$ cat src/rtl/centroid_pkg.sv
// Shared types and helpers for the sequential centroid block.
package centroid_pkg;

  typedef enum logic [2:0] {
    ST_IDLE,
    ST_ACCUM,
    ST_DECIDE,
    ST_SEARCH,
    ST_OUTPUT
  } state_t;

  // Widest packed histogram the slice helper can address.
  localparam int MAX_VEC = 1024;
  typedef logic [MAX_VEC-1:0] vec_t;

  function automatic logic [31:0] bin_slice(input vec_t vec, input int unsigned k,
                                            input int unsigned w);
    vec_t sh;
    sh = vec >> (k * w);
    return sh[31:0] & ((32'd1 << w) - 32'd1);
  endfunction

  function automatic int sat_clamp(input int v, input int lo, input int hi);
    if (v < lo) return lo;
    if (v > hi) return hi;
    return v;
  endfunction

endpackage

$ cat src/rtl/lead_one_det.sv
// Leading-one index encoder: idx is the position of the highest set bit of value.
module lead_one_det #(
  parameter int w      = 14,
  parameter int nb_idx = $clog2(w)
) (
  input  logic [w-1:0]      value,
  output logic [nb_idx-1:0] idx,
  output logic              found
);

  always_comb begin
    idx   = '0;
    found = 1'b0;
    for (int i = 0; i < w; i++) begin
      if (value[i]) begin
        idx   = nb_idx'(i);
        found = 1'b1;
      end
    end
  end

endmodule

$ cat src/rtl/centroid_seq.sv
// Sequential histogram centroid: accumulate, decide, search, then publish with
// lost-object hysteresis. Fixed latency of c_hist_bins + c_hist_bins/2 + 2 cycles.
module centroid_seq
  import centroid_pkg::*;
#(
  parameter int c_hist_bins     = 8,
  parameter int c_nb_hist_val   = 10,
  parameter int c_nb_pxls       = 14,
  parameter int c_min_colorpxls = 128,
  parameter int c_center_shift  = 4,
  parameter int c_nb_prox       = 3,
  parameter int c_prox_lsb      = 5,
  parameter int c_lost_frames   = 4,
  parameter int c_nb_idx        = $clog2(c_hist_bins)
) (
  input  logic                                   clk,
  input  logic                                   rst,
  input  logic                                   new_frame_proc_i,
  input  logic [c_hist_bins*c_nb_hist_val-1:0]   histogram_i,
  output logic                                   busy_o,
  output logic [c_hist_bins-1:0]                 centroid_o,
  output logic [c_nb_idx-1:0]                    centroid_idx_o,
  output logic                                   detected_o,
  output logic                                   lost_o,
  output logic [c_nb_prox-1:0]                   proximity_o,
  output logic                                   new_centroid_o,
  output logic                                   frame_drop_o
);

  localparam int half_bins = c_hist_bins / 2;
  localparam int max_prox  = (1 << c_nb_prox) - 1;
  localparam int nb_lost   = $clog2(c_lost_frames + 1);
  localparam int nb_lead   = $clog2(c_nb_pxls);
  localparam logic [c_hist_bins-1:0] two_hot = c_hist_bins'(3) << (half_bins - 1);

  typedef logic [c_nb_pxls-1:0] acc_t;

  state_t state_reg, state_next;
  logic [c_nb_hist_val-1:0] bins_reg [c_hist_bins];
  logic [c_nb_idx-1:0] cnt_reg, sel_reg, search_idx, sel_c;
  acc_t total_reg, left_reg, rght_reg, half_reg, cum_reg;
  acc_t bin_val, absdif_c, cum_c;
  logic det_reg, is_left_reg, centred_reg, found_reg;
  logic det_c, is_left_c, centred_c, hit_c;
  logic last_accum, last_search, busy;
  logic [nb_lost-1:0] lost_cnt_reg, lost_cnt_inc;
  logic [nb_lead-1:0] lead_idx;
  logic lead_found;
  logic [c_nb_prox-1:0] prox_c;
  vec_t hist_ext;

  logic [c_hist_bins-1:0] centroid_reg;
  logic [c_nb_idx-1:0]    centroid_idx_reg;
  logic [c_nb_prox-1:0]   proximity_reg;
  logic detected_reg, lost_reg, new_centroid_reg, frame_drop_reg;

  assign hist_ext    = vec_t'(histogram_i);
  assign busy        = (state_reg != ST_IDLE);
  assign last_accum  = (cnt_reg == c_nb_idx'(c_hist_bins - 1));
  assign last_search = (cnt_reg == c_nb_idx'(half_bins - 1));

  // SEARCH walks from the outer edge of the heavier side toward the centre.
  assign search_idx = is_left_reg ? cnt_reg : c_nb_idx'(c_hist_bins - 1) - cnt_reg;
  assign bin_val    = acc_t'(bins_reg[(state_reg == ST_SEARCH) ? search_idx : cnt_reg]);

  assign det_c     = total_reg > acc_t'(c_min_colorpxls);
  assign is_left_c = left_reg > rght_reg;
  assign absdif_c  = is_left_c ? (left_reg - rght_reg) : (rght_reg - left_reg);
  assign centred_c = det_c && (absdif_c < (total_reg >> c_center_shift));

  // Falling through to the innermost bin on the last step covers "never reached half".
  assign cum_c = cum_reg + bin_val;
  assign hit_c = !found_reg && ((cum_c >= half_reg) || last_search);
  assign sel_c = hit_c ? search_idx : sel_reg;

  assign lost_cnt_inc = (lost_cnt_reg == nb_lost'(c_lost_frames)) ?
                        lost_cnt_reg : lost_cnt_reg + nb_lost'(1);

  lead_one_det #(.w(c_nb_pxls), .nb_idx(nb_lead)) u_lead (
    .value (total_reg),
    .idx   (lead_idx),
    .found (lead_found)
  );

  assign prox_c = lead_found ?
                  c_nb_prox'(sat_clamp(int'(lead_idx) - c_prox_lsb + 1, 0, max_prox)) : '0;

  always_comb begin
    state_next = state_reg;
    case (state_reg)
      ST_IDLE:   if (new_frame_proc_i) state_next = ST_ACCUM;
      ST_ACCUM:  if (last_accum) state_next = ST_DECIDE;
      ST_DECIDE: state_next = ST_SEARCH;
      ST_SEARCH: if (last_search) state_next = ST_OUTPUT;
      ST_OUTPUT: state_next = ST_IDLE;
      default:   state_next = ST_IDLE;
    endcase
  end

  always_ff @(posedge clk or posedge rst) begin
    if (rst) state_reg <= ST_IDLE;
    else     state_reg <= state_next;
  end

  always_ff @(posedge clk or posedge rst) begin
    if (rst) begin
      for (int k = 0; k < c_hist_bins; k++) bins_reg[k] <= '0;
      cnt_reg          <= '0;
      total_reg        <= '0;
      left_reg         <= '0;
      rght_reg         <= '0;
      half_reg         <= '0;
      cum_reg          <= '0;
      sel_reg          <= '0;
      det_reg          <= 1'b0;
      is_left_reg      <= 1'b0;
      centred_reg      <= 1'b0;
      found_reg        <= 1'b0;
      lost_cnt_reg     <= '0;
      centroid_reg     <= '0;
      centroid_idx_reg <= '0;
      proximity_reg    <= '0;
      detected_reg     <= 1'b0;
      lost_reg         <= 1'b0;
      new_centroid_reg <= 1'b0;
      frame_drop_reg   <= 1'b0;
    end else begin
      frame_drop_reg   <= new_frame_proc_i && busy;
      new_centroid_reg <= 1'b0;
      case (state_reg)
        ST_IDLE: if (new_frame_proc_i) begin
          for (int k = 0; k < c_hist_bins; k++)
            bins_reg[k] <= c_nb_hist_val'(bin_slice(hist_ext, k, c_nb_hist_val));
          total_reg <= '0;
          left_reg  <= '0;
          rght_reg  <= '0;
          cnt_reg   <= '0;
        end
        ST_ACCUM: begin
          total_reg <= total_reg + bin_val;
          if (cnt_reg < c_nb_idx'(half_bins)) left_reg <= left_reg + bin_val;
          else                                rght_reg <= rght_reg + bin_val;
          cnt_reg <= last_accum ? '0 : cnt_reg + c_nb_idx'(1);
        end
        ST_DECIDE: begin
          det_reg     <= det_c;
          is_left_reg <= is_left_c;
          centred_reg <= centred_c;
          half_reg    <= total_reg >> 1;
          cum_reg     <= '0;
          found_reg   <= 1'b0;
          sel_reg     <= '0;
          cnt_reg     <= '0;
        end
        ST_SEARCH: begin
          cum_reg <= cum_c;
          sel_reg <= sel_c;
          if (hit_c) found_reg <= 1'b1;
          cnt_reg <= last_search ? '0 : cnt_reg + c_nb_idx'(1);
          // Results land as the FSM enters OUTPUT so new_centroid_o marks that cycle.
          if (last_search) begin
            new_centroid_reg <= 1'b1;
            detected_reg     <= det_reg;
            proximity_reg    <= prox_c;
            if (det_reg) begin
              lost_cnt_reg <= '0;
              lost_reg     <= 1'b0;
              if (centred_reg) begin
                centroid_reg     <= two_hot;
                centroid_idx_reg <= c_nb_idx'(half_bins - 1);
              end else begin
                centroid_reg     <= c_hist_bins'(1) << sel_c;
                centroid_idx_reg <= sel_c;
              end
            end else begin
              lost_cnt_reg <= lost_cnt_inc;
              if (lost_cnt_inc == nb_lost'(c_lost_frames)) begin
                lost_reg         <= 1'b1;
                centroid_reg     <= '0;
                centroid_idx_reg <= '0;
              end
            end
          end
        end
        default: ;
      endcase
    end
  end

  assign busy_o         = busy;
  assign centroid_o     = centroid_reg;
  assign centroid_idx_o = centroid_idx_reg;
  assign detected_o     = detected_reg;
  assign lost_o         = lost_reg;
  assign proximity_o    = proximity_reg;
  assign new_centroid_o = new_centroid_reg;
  assign frame_drop_o   = frame_drop_reg;

endmodule

$ cat config.mk
export PLATFORM = sky130hd
export DESIGN_NAME = centroid_seq
export DESIGN_NICKNAME = d
export VERILOG_FILES = /design/src/rtl/centroid_pkg.sv /design/src/rtl/lead_one_det.sv /design/src/rtl/centroid_seq.sv
export SDC_FILE = /design/constraint.sdc
export NUM_CORES = 1
export LEC_CHECK = 0
export CORE_ASPECT_RATIO = 0.7
export CORE_MARGIN = 2
export CORE_UTILIZATION = 30
export CTS_CLUSTER_DIAMETER = 60
export DETAILED_ROUTE_END_ITERATION = 8
export GPL_TIMING_DRIVEN = 0
export HOLD_SLACK_MARGIN = 0.03
export PLACE_DENSITY = 0.55
export SLEW_MARGIN = 25
export SYNTH_ARGS = -nofsm -noshare
export SYNTH_HDL_FRONTEND = slang
export SYNTH_SLANG_ARGS = --single-unit
$ cat constraint.sdc
create_clock -name clk -period 9.18 [get_ports clk]
set_input_delay 0.918 -clock clk [delete_from_list [all_inputs] [get_ports clk]]
set_output_delay 0.918 -clock clk [all_outputs]
set_load 0.01 [all_outputs]
==> results.md <==
- Status: finished clean
- Max reg flops: 80
- GRT Util Overall: 17.0%
- First-pass DRT Iterations: 5
- Leading area contributor after synthesis: dfrtp_1
- DR WL/cell: 16.9 microns
- Crit path DAT: 8.26 ns
- RSZ-0062 raised after global routing: no
- IO Port Bufs: 101
- Reg clk slew, reported paths: 0.07 ns
- Syn Area/Cell: 8.92 sq um
- Slew headroom: 35.6%
- Total die area: 0.0407 sq mm
- N_diodes: 0
- Simple-gate share of the synthesized area: 17.9%
- Die width: 240 microns
- FFs w/ async S/R, synth: 100%
- Hold Vio Cnt, Final: 0
- # hold bufs at CTS: 0
- Max Cap Viol: 0
- Seq cells post-synth: 183
- Cells after Synth: 1,314
- Die Y: 169 microns
- CTS root buffer: clkbuf_16
- Gr ovfl total: 0
- Setup TNS Final: 0 ns
- Initial antenna violation count: 1
- Post-route ant nets: 0
- Hold crit path type: register to register
- CTS Buffer Depth: 2
- GP Congestion: 0.888
- Via-to-Cell Ratio: 4.91
- Number of global-route vias before repair: 9,410
- Largest family of logic cells by synthesized area: simple AND/OR/NAND/NOR gates
- Warnings from Yosys: 0
- Yosys cell types: 73
- Most used DFF post-synth: dfrtp_1
- Layout cells sized above 1: 7.94%
- Compound-cell area share of the yosys netlist: 14.7%
- Worst Hold Depth: 2
- Multiplexer share of the synthesized area: 8.03%
- Critical path endpoint category: register
- CTS tree: yes
- Largest net degree at the start of global routing: 95
- Post-layout min period: 7.90 ns
- Critical Path Fanout Max: 10
- Post-DP HPWL: 26.1 mm
- Setup violations, final: 0
- Setup Crit Path Kind: register to register
- Post-CTS Setup Inserts: 0
- Via Count: 9,704
- First-pass GRT wire length: 53.5 mm
- Fin nets: 1,621
- Post-synthesis adder-cell area fraction: 11.3%
- Synthesized Nets: 1,499
- Multi-input logic area: 0.00651 sq mm
- Drt drc: 0
- CTS Sinks: 183
- # resized after CTS: 0
- H-tree levels: 4
- Row count: 60
- Initial Utilization: 30.5%
- Post-synthesis sequential area ratio: 39.1%
- I/O pin count: 102
- Max Clk Rate: 0.127 GHz
- Clk_lat worst skew: 0.46 ns
- Post-synth top area share: 39.1%
- Reg2reg path depth: 25
- Least-Margin Pin Slew: 0.959 ns
- Layout fillers: 3,972
- Clk_skew: 0.0119 ns
- Final WL: 33.3 mm
- Area Growth Syn to Fin: 20.0%
- Critical Path Source Type: register
- Reg area: 0.00458 sq mm
- Core footprint: 0.0384 sq mm
- Reg2reg setup slack: 1.28 ns
- Worst path required time: 9.53 ns
- Synth Cell Area: 0.0117 sq mm
- CTS buffer count: 17
- Number of flops mapped to enable cells by yosys: 0
- XOR/XNOR share of the synthesized area: 3.59%
- Detailed Route Iter0 Violations: 731
- Slew Limit Fails: 0
- Top post-synthesis cells by area: dfrtp_1 (39%), nand2_1 (11%), ha_1 (10%)
- Final cycle utilization of the critical path: 86.1%
cell usage after synthesis (all sizes together), types with 18 or more instances:
cell type / n
nor2: 64
inv: 95
buf: 23
xnor2: 33
nand3: 18
clkbuf: 31
a21o: 18
nand2: 344
mux2i: 22
mux4: 20
ha: 96
mux2: 24
o21ai: 70
o22ai: 21
dfrtp: 183
a21oi: 66
cells in the final DEF, fill, tap and decap left out, types with 7 or more instances in the layout:
cell type and n:
clkdlybuf4s50_1 101, mux2i_1 22, xor2_1 15, clkbuf_16 17
a211oi_1 15, nand2_1 344, nor2b_1 9, mux2_2 23
o21ai_0 68, o22ai_1 21, nand3_1 17, xnor2_1 32
inv_1 94, and2_1 7, o31ai_1 9, clkbuf_1 30
a21o_1 17, buf_2 8, mux4_2 20, nor3_1 15
nand2b_1 9, a21oi_1 66, ha_1 96, a22o_1 12
nor2_1 63, dfrtp_1 183
worst paths after layout:
kind | endpoint | start
max | centroid_o[5] | state_reg[2]
min | bins_reg[39] | bins_reg[39]
max reg2reg | centroid_o[5] | state_reg[2]
min reg2reg | bins_reg[39] | bins_reg[39]
max in group asynchronous | bins_reg[26] | rst
min in group asynchronous | rght_reg[9] | rst
metal layers:
layer	global-route usage (%)	vias up	routed length, microns
met1	26.9	4694	18100
met3	3.84	25	1830
met5	0	-	0
met4	3.40	0	338
li1	-	4756	-
met2	23.2	229	13100
cell type report:
| type | count | area share [%] |
|---|---|---|
| repair buffers | 103 | 7.58 |
| plain buffers | 54 | 1.99 |
| flip-flops and latches | 183 | 32.6 |
| clock buffers | 19 | 3.15 |
| inverters | 95 | 2.59 |
| well taps | 527 | 4.69 |
| clock inverters | 12 | 1.16 |
| multi-input cells | 982 | 46.3 |
kinds of logic after synthesis:
| family | after synthesis |
|---|---|
| simple gates | 500 |
| compound gates | 266 |
| flops | 183 |
| buf+inv | 149 |
| fa+ha+maj | 102 |
| mux | 66 |
| xor+xnor | 48 |
through the flow:
step,hold slack (ns),instance area [sq um],std cells,util [%],setup WS [ns]
floorplan,0.440,11700,1314,-,3.20
global placement,0.455,13400,1942,34.8,0.283
detailed placement,0.458,13500,1944,35.0,1.52
CTS,0.475,14100,1975,36.6,1.48
global route,0.503,14100,1975,36.6,0.869
finish,0.469,14100,1975,36.6,1.28
worst max-delay path: stages, from the launching register on:
cell and delay, ns:
dfrtp_1 0.35, buf_2 0.18, nor2b_2 0.21, nand2_1 0.20, nor2_2 0.27, xnor2_1 0.40, buf_2 0.44, buf_1 0.61
mux4_2 0.45, mux2_2 0.39, ha_1 0.36, a2111oi_0 0.63, o211ai_1 0.34, a31o_2 0.32, a21oi_1 0.17, xnor2_1 0.16
ha_1 0.28, a21oi_1 0.13, o21ai_0 0.11, a21o_1 0.20, a2111oi_1 0.38, a31oi_1 0.20, o21ba_2 0.28, buf_6 0.16
mux2_1 0.36, o41ai_2 0.20
Power is left out: the tool's default activity adds up to more than one toggle a clock period on the data nets, which glitch-free logic cannot reach.
==> variant 1, RTL diff (same flow settings) <==
Make the reset (`rst`) synchronous in 2 clocked blocks.
--- a/src/rtl/centroid_seq.sv
+++ b/src/rtl/centroid_seq.sv
@@ -99,3 +99,3 @@
 
-  always_ff @(posedge clk or posedge rst) begin
+  always_ff @(posedge clk) begin
     if (rst) state_reg <= ST_IDLE;
@@ -104,3 +104,3 @@
 
-  always_ff @(posedge clk or posedge rst) begin
+  always_ff @(posedge clk) begin
     if (rst) begin
Check against the original RTL: differs if rst is asserted again (counterexample within 4 cycles, from zero or initial values and one cycle with rst high); with rst held inactive, the same outputs for 10 cycles.
==> variant 1 against the original RTL <==
Design area decreased by 3.0%. Final cell count is 7.0% lower. Die area is 2.5% lower. Area after synthesis decreased by 2.5%. Wire length up 0.13%. Setup slack better by 320 ps. Sequential cell count unchanged. Critical endpoint is now centroid_o[6]. Largest cell class unchanged.
Power is left out: it rests on default switching activity, and per cell area and clock period it moved more than threefold.
==> variant 1: results (changes against the original RTL) <==
\begin{tabular}{lr}
\hline
Metric & Value \\
\hline
\multicolumn{2}{l}{\textbf{Yosys}} \\
Most common flop cell mapped by yosys & dfxtp\_1 (was dfrtp\_1) \\
Distinct cell type count after synthesis & 73 (unchanged) \\
Cells taking the most area after synthesis & edfxtp\_1 (21\%), dfxtp\_1 (18\%), ha\_1 (11\%) (was dfrtp\_1 (39\%), nand2\_1 (11\%), ha\_1 (10\%)) \\
Asr flop ratio synth & 0\% (was 100.0\%) \\
Synthesized net count & 1400 (was 1499) \\
Share of the yosys chip area belonging to registers & 39.09\% (about the same) \\
Count of flip-flops with a built-in enable after synthesis & 80 (was 0) \\
\multicolumn{2}{l}{\textbf{Setup path}} \\
Worst reg-to-reg setup slack & 1600 ps (was 1280 ps) \\
Crit-path max cell delay & 570 ps (was 630 ps) \\
Crit path arrival time & 7920 ps (was 8260 ps) \\
End of the worst register-to-register path & centroid\_o[6] (was centroid\_o[5]) \\
Worst r2r src & state\_reg[2] (unchanged) \\
\multicolumn{2}{l}{\textbf{Global route}} \\
Number of global-route vias before repair & 8997 (was 9410) \\
Antenna violations before repair & 0 (was 1) \\
GR Util All Layers & 17.12\% (was 17.01\%) \\
Largest net degree at the start of global routing & 50 (was 95) \\
Global-route wire length before repair & 52.16 mm (was 53.54 mm) \\
\multicolumn{2}{l}{\textbf{Routing}} \\
Length of the first detailed-routing pass in iterations & 8 (was 5) \\
Average detailed-routed wire length per instance & 18.17 microns (was 16.88 microns) \\
DR vias & 9455 (was 9704) \\
\multicolumn{2}{l}{\textbf{Cells and area}} \\
Number of filler instances in the final layout & 3821 (was 3972) \\
Nets@finish & 1521 (was 1621) \\
\multicolumn{2}{l}{\textbf{Placement}} \\
Placer's final routability congestion estimate & 0.8690 (was 0.8875) \\
Dpl hpwl & 25.88 mm (was 26.12 mm) \\
\multicolumn{2}{l}{\textbf{Run status}} \\
Status & finished clean (unchanged) \\
\multicolumn{2}{l}{\textbf{STA}} \\
Clock Skews & 9.630 ps (was 11.90 ps) \\
Transition time at the pin with the least slew margin & 1046 ps (was 959.4 ps) \\
\multicolumn{2}{l}{\textbf{Hold path}} \\
Hold endpoint & half\_reg[5] (was bins\_reg[39]) \\
\multicolumn{2}{l}{\textbf{CTS}} \\
Number of buffers created by CTS & 17 (unchanged) \\
\hline
\end{tabular}
variant 1: logic make-up (layout without fill, tap and decap cells):
group	after synthesis	count (layout)	share of synthesized area, %
adder cells (fa/ha/maj)	102	102	11.57
multiplexers	54	54	7.121
AO/OA/AOI/OAI	282	282	15.98
buffers and inverters	153	287	5.313
AND/OR/NAND/NOR	388	388	16.86
XOR/XNOR	53	53	4.064
flip-flops	183	183	39.09
variant 1: metal layers:
metal	global-route usage [%]	share of wire, %	up-vias
li1	-	-	4644
met1	26.05	52	4503
met2	23.96	40	282
met3	3.940	5.9	26
met4	4.567	1.6	0
met5	0	0	-
variant 1: worst max-delay path by stage:
stage,start,to,slack [ps],cells past startpoint
global route,state_reg[2],centroid_idx_o[2],1080,30
finish,state_reg[2],centroid_o[6],1600,30
detailed placement,state_reg[2],centroid_o[6],1770,30
CTS,state_reg[2],centroid_idx_o[2],1740,30
global placement,state_reg[2],centroid_idx_o[2],1790,30
floorplan,state_reg[2],centroid_idx_o[2],3190,31
variant 1: area by class of cell:
type / instances / area, sq um / share of cell area [%]
multi-input combinational: 879 / 6365 / 46.67
sequential: 183 / 4464 / 32.73
timing repair buffer: 102 / 1031 / 7.560
tap: 488 / 610.6 / 4.477
clock buffer: 18 / 429.2 / 3.147
inverter: 84 / 315.3 / 2.312
buffer: 69 / 291.5 / 2.138
clock inverter: 14 / 131.4 / 0.9633
variant 1: per-stage QoR:
stage / std cells / cell area [sq um] / setup WS, ps / hold WS, ps
finish: 1837 / 13640 / 1598 / 455.7
global placement: 1804 / 13040 / 1791 / 444.4
global route: 1837 / 13640 / 1084 / 477.8
CTS: 1837 / 13630 / 1735 / 456.7
floorplan: 1215 / 11420 / 3190 / 436.2
detailed placement: 1805 / 13070 / 1773 / 447.2
==> variant 2, RTL diff (same flow settings) <==
Without the edit above. Change the parameter `c_min_colorpxls` from 128 to 96.
--- a/src/rtl/centroid_seq.sv
+++ b/src/rtl/centroid_seq.sv
@@ -8,3 +8,3 @@
   parameter int c_nb_pxls       = 14,
-  parameter int c_min_colorpxls = 128,
+  parameter int c_min_colorpxls = 96,
   parameter int c_center_shift  = 4,
Check against the original RTL: no difference found for any inputs over 10 cycles, from zero or initial values and one cycle with rst high; that may be too few to reach the edited logic, so the function may still have changed.
==> variant 2 against the original RTL <==
Design area increased by 0.33%. Area after synthesis about the same. Setup slack improved by 150 ps. Global-route usage decreased by 0.30 points. Synthesized cell count increased by 0.15%. Wire length about the same. Sequential cell count unchanged. Sequential share of layout area decreased by 0.11 points. Largest cell class unchanged. Highest routed layer unchanged.
Power is left out: the tool's default activity adds up to more than one toggle a clock period on the data nets, which glitch-free logic cannot reach.
==> variant 2: results (changes against the original RTL) <==
\begin{tabular}{lr}
\hline
Metric & Value \\
\hline
\multicolumn{2}{l}{\textbf{CTS}} \\
Number of buffers created by CTS & 17 (unchanged) \\
Worst-case clock buffer depth & 2 (unchanged) \\
Number of levels the H-tree was split into & 4 (unchanged) \\
Master cell of the clock root buffer & clkbuf\_16 (unchanged) \\
Clock edge transition at the registers on the reported setup and hold paths & 80 ps \\
Number of buffers added for setup after CTS & 0 (unchanged) \\
Skew-Pair Late Insertion Delay & 470 ps \\
Gates resized, CTS repair & 0 (unchanged) \\
\multicolumn{2}{l}{\textbf{Cells and area}} \\
Count of antenna diodes in the layout & 0 (unchanged) \\
Max reg flops & 80 (unchanged) \\
Number of filler instances in the final layout & 3911 (was 3972) \\
Nets@finish & 1623 (was 1621) \\
Fraction of final layout cells with drive strength greater than 1 & 7.099\% (was 7.942\%) \\
\multicolumn{2}{l}{\textbf{Yosys}} \\
Distinct cell type count after synthesis & 77 (was 73) \\
Share of the yosys chip area belonging to registers & 39.08\% (was 39.09\%) \\
Top cells by count, synth & nand2\_1 (351), dfrtp\_1 (183), ha\_1 (96) (was nand2\_1 (344), dfrtp\_1 (183), ha\_1 (96)) \\
Asr flop ratio synth & 100.0\% (unchanged) \\
Cells taking the most area after synthesis & dfrtp\_1 (39\%), nand2\_1 (11\%), ha\_1 (10\%) (unchanged) \\
Total of warnings raised by yosys & 0 (unchanged) \\
Synthesized net count & 1501 (was 1499) \\
Most common flop cell mapped by yosys & dfrtp\_1 (unchanged) \\
\multicolumn{2}{l}{\textbf{Placement}} \\
Dpl hpwl & 25.68 mm (was 26.12 mm) \\
Count of input and output buffers & 101 (unchanged) \\
Placer's final routability congestion estimate & 0.8106 (was 0.8875) \\
\multicolumn{2}{l}{\textbf{Hold path}} \\
Hold Path Class & reg -> reg (unchanged) \\
\multicolumn{2}{l}{\textbf{Routing}} \\
Violation count after the first detailed-routing iteration & 732 (was 731) \\
DR vias & 9756 (was 9704) \\
Average detailed-routed wire length per instance & 16.86 microns (was 16.88 microns) \\
Length of the first detailed-routing pass in iterations & 5 (unchanged) \\
\multicolumn{2}{l}{\textbf{Setup path}} \\
Largest driver fanout on the critical path & 10 (unchanged) \\
Crit path arrival time & 8110 ps (was 8260 ps) \\
Worst reg-to-reg setup slack & 1420 ps (was 1280 ps) \\
\multicolumn{2}{l}{\textbf{STA}} \\
Transition time at the pin with the least slew margin & 786.4 ps (was 959.4 ps) \\
Clock Skews & 16.33 ps (was 11.90 ps) \\
\multicolumn{2}{l}{\textbf{Global route}} \\
GR Util All Layers & 16.71\% (was 17.01\%) \\
Global-route wire length before repair & 52.18 mm (was 53.54 mm) \\
Antenna violations before repair & 0 (was 1) \\
Number of global-route vias before repair & 9192 (was 9410) \\
Largest net degree at the start of global routing & 76 (was 95) \\
\multicolumn{2}{l}{\textbf{Run status}} \\
Status & finished clean (unchanged) \\
\hline
\end{tabular}
[variant 2: changes by cell type in the layout (fill, tap and decap cells not counted), sizes merged, moves of 5 or more]
cell / unedited run / this run
nand2b: 9 / 4
buf: 25 / 18
clkbuf: 50 / 56
o21ai: 70 / 83
mux2i: 22 / 16
nand2: 344 / 352
nor2b: 10 / 15
a211oi: 15 / 10
nor2: 64 / 45
mux2: 24 / 15
o22ai: 21 / 12
a21o: 18 / 29
[variant 2: final timing paths]
check,startpoint,endpoint,depth (start not counted)
worst max-delay path,state_reg[2],centroid_o[2],27
worst min-delay path,bins_reg[9],bins_reg[9],2
worst max register to register,state_reg[2],centroid_o[2],27
worst min register to register,bins_reg[9],bins_reg[9],2
max in group asynchronous,rst,bins_reg[55],4
min in group asynchronous,rst,cnt_reg[2],2
[variant 2: final cells by class]
class                      instances  area share [%]
tap                              527           4.674
buffer                            55           1.756
inverter                          93           2.528
clock inverter                    15           1.579
sequential                       183           32.46
multi-input combinational        985           46.43
timing repair buffer             103           7.557
clock buffer                      17           3.016
[variant 2: logic make-up after synthesis]
family / share of synthesized area, %
AND/OR/NAND/NOR: 17.55
AO/OA/AOI/OAI: 16.91
flip-flops: 39.08
buffers and inverters: 5.093
adder cells (fa/ha/maj): 11.27
multiplexers: 6.652
XOR/XNOR: 3.438
[variant 2: routing by layer]
metal | vias to the layer above | part of all wire (%) | track usage [%]
li1 | 4793 | - | -
met1 | 4714 | 55 | 26.86
met2 | 220 | 39 | 22.44
met3 | 29 | 4.5 | 3.204
met4 | 0 | 1.1 | 3.808
met5 | - | 0 | 0
[variant 2: critical path: stages (launching register included)]
cell and delay (ps):
dfrtp_1 360, buf_2 180, nor2b_1 370, nand2_1 240, nor2_2 350, xnor2_1 290
buf_2 380, buf_1 630, mux4_2 440, mux2_2 370, ha_1 340, o21ai_0 120
a21boi_0 160, o21ai_0 240, a21boi_0 150, o21ai_0 320, nand2_1 120, xor2_1 200
ha_1 270, nor2b_1 130, o21ai_0 170, nand2_1 110, a211oi_1 450, o31ai_1 190
o21bai_1 150, buf_4 190, mux2_1 380, o41ai_2 330
[variant 2: stage by stage]
step | instances | area, sq um | setup slack [ps] | util (%) | hold slack [ps]
floorplan | 1316 | 11720 | 3290 | - | 440.3
global placement | 1944 | 13390 | 403.7 | 34.83 | 454.4
detailed placement | 1946 | 13460 | 1585 | 35.02 | 459.4
CTS | 1978 | 14110 | 1540 | 36.70 | 480.1
global route | 1978 | 14110 | 980.9 | 36.70 | 493.0
finish | 1978 | 14110 | 1424 | 36.70 | 474.6
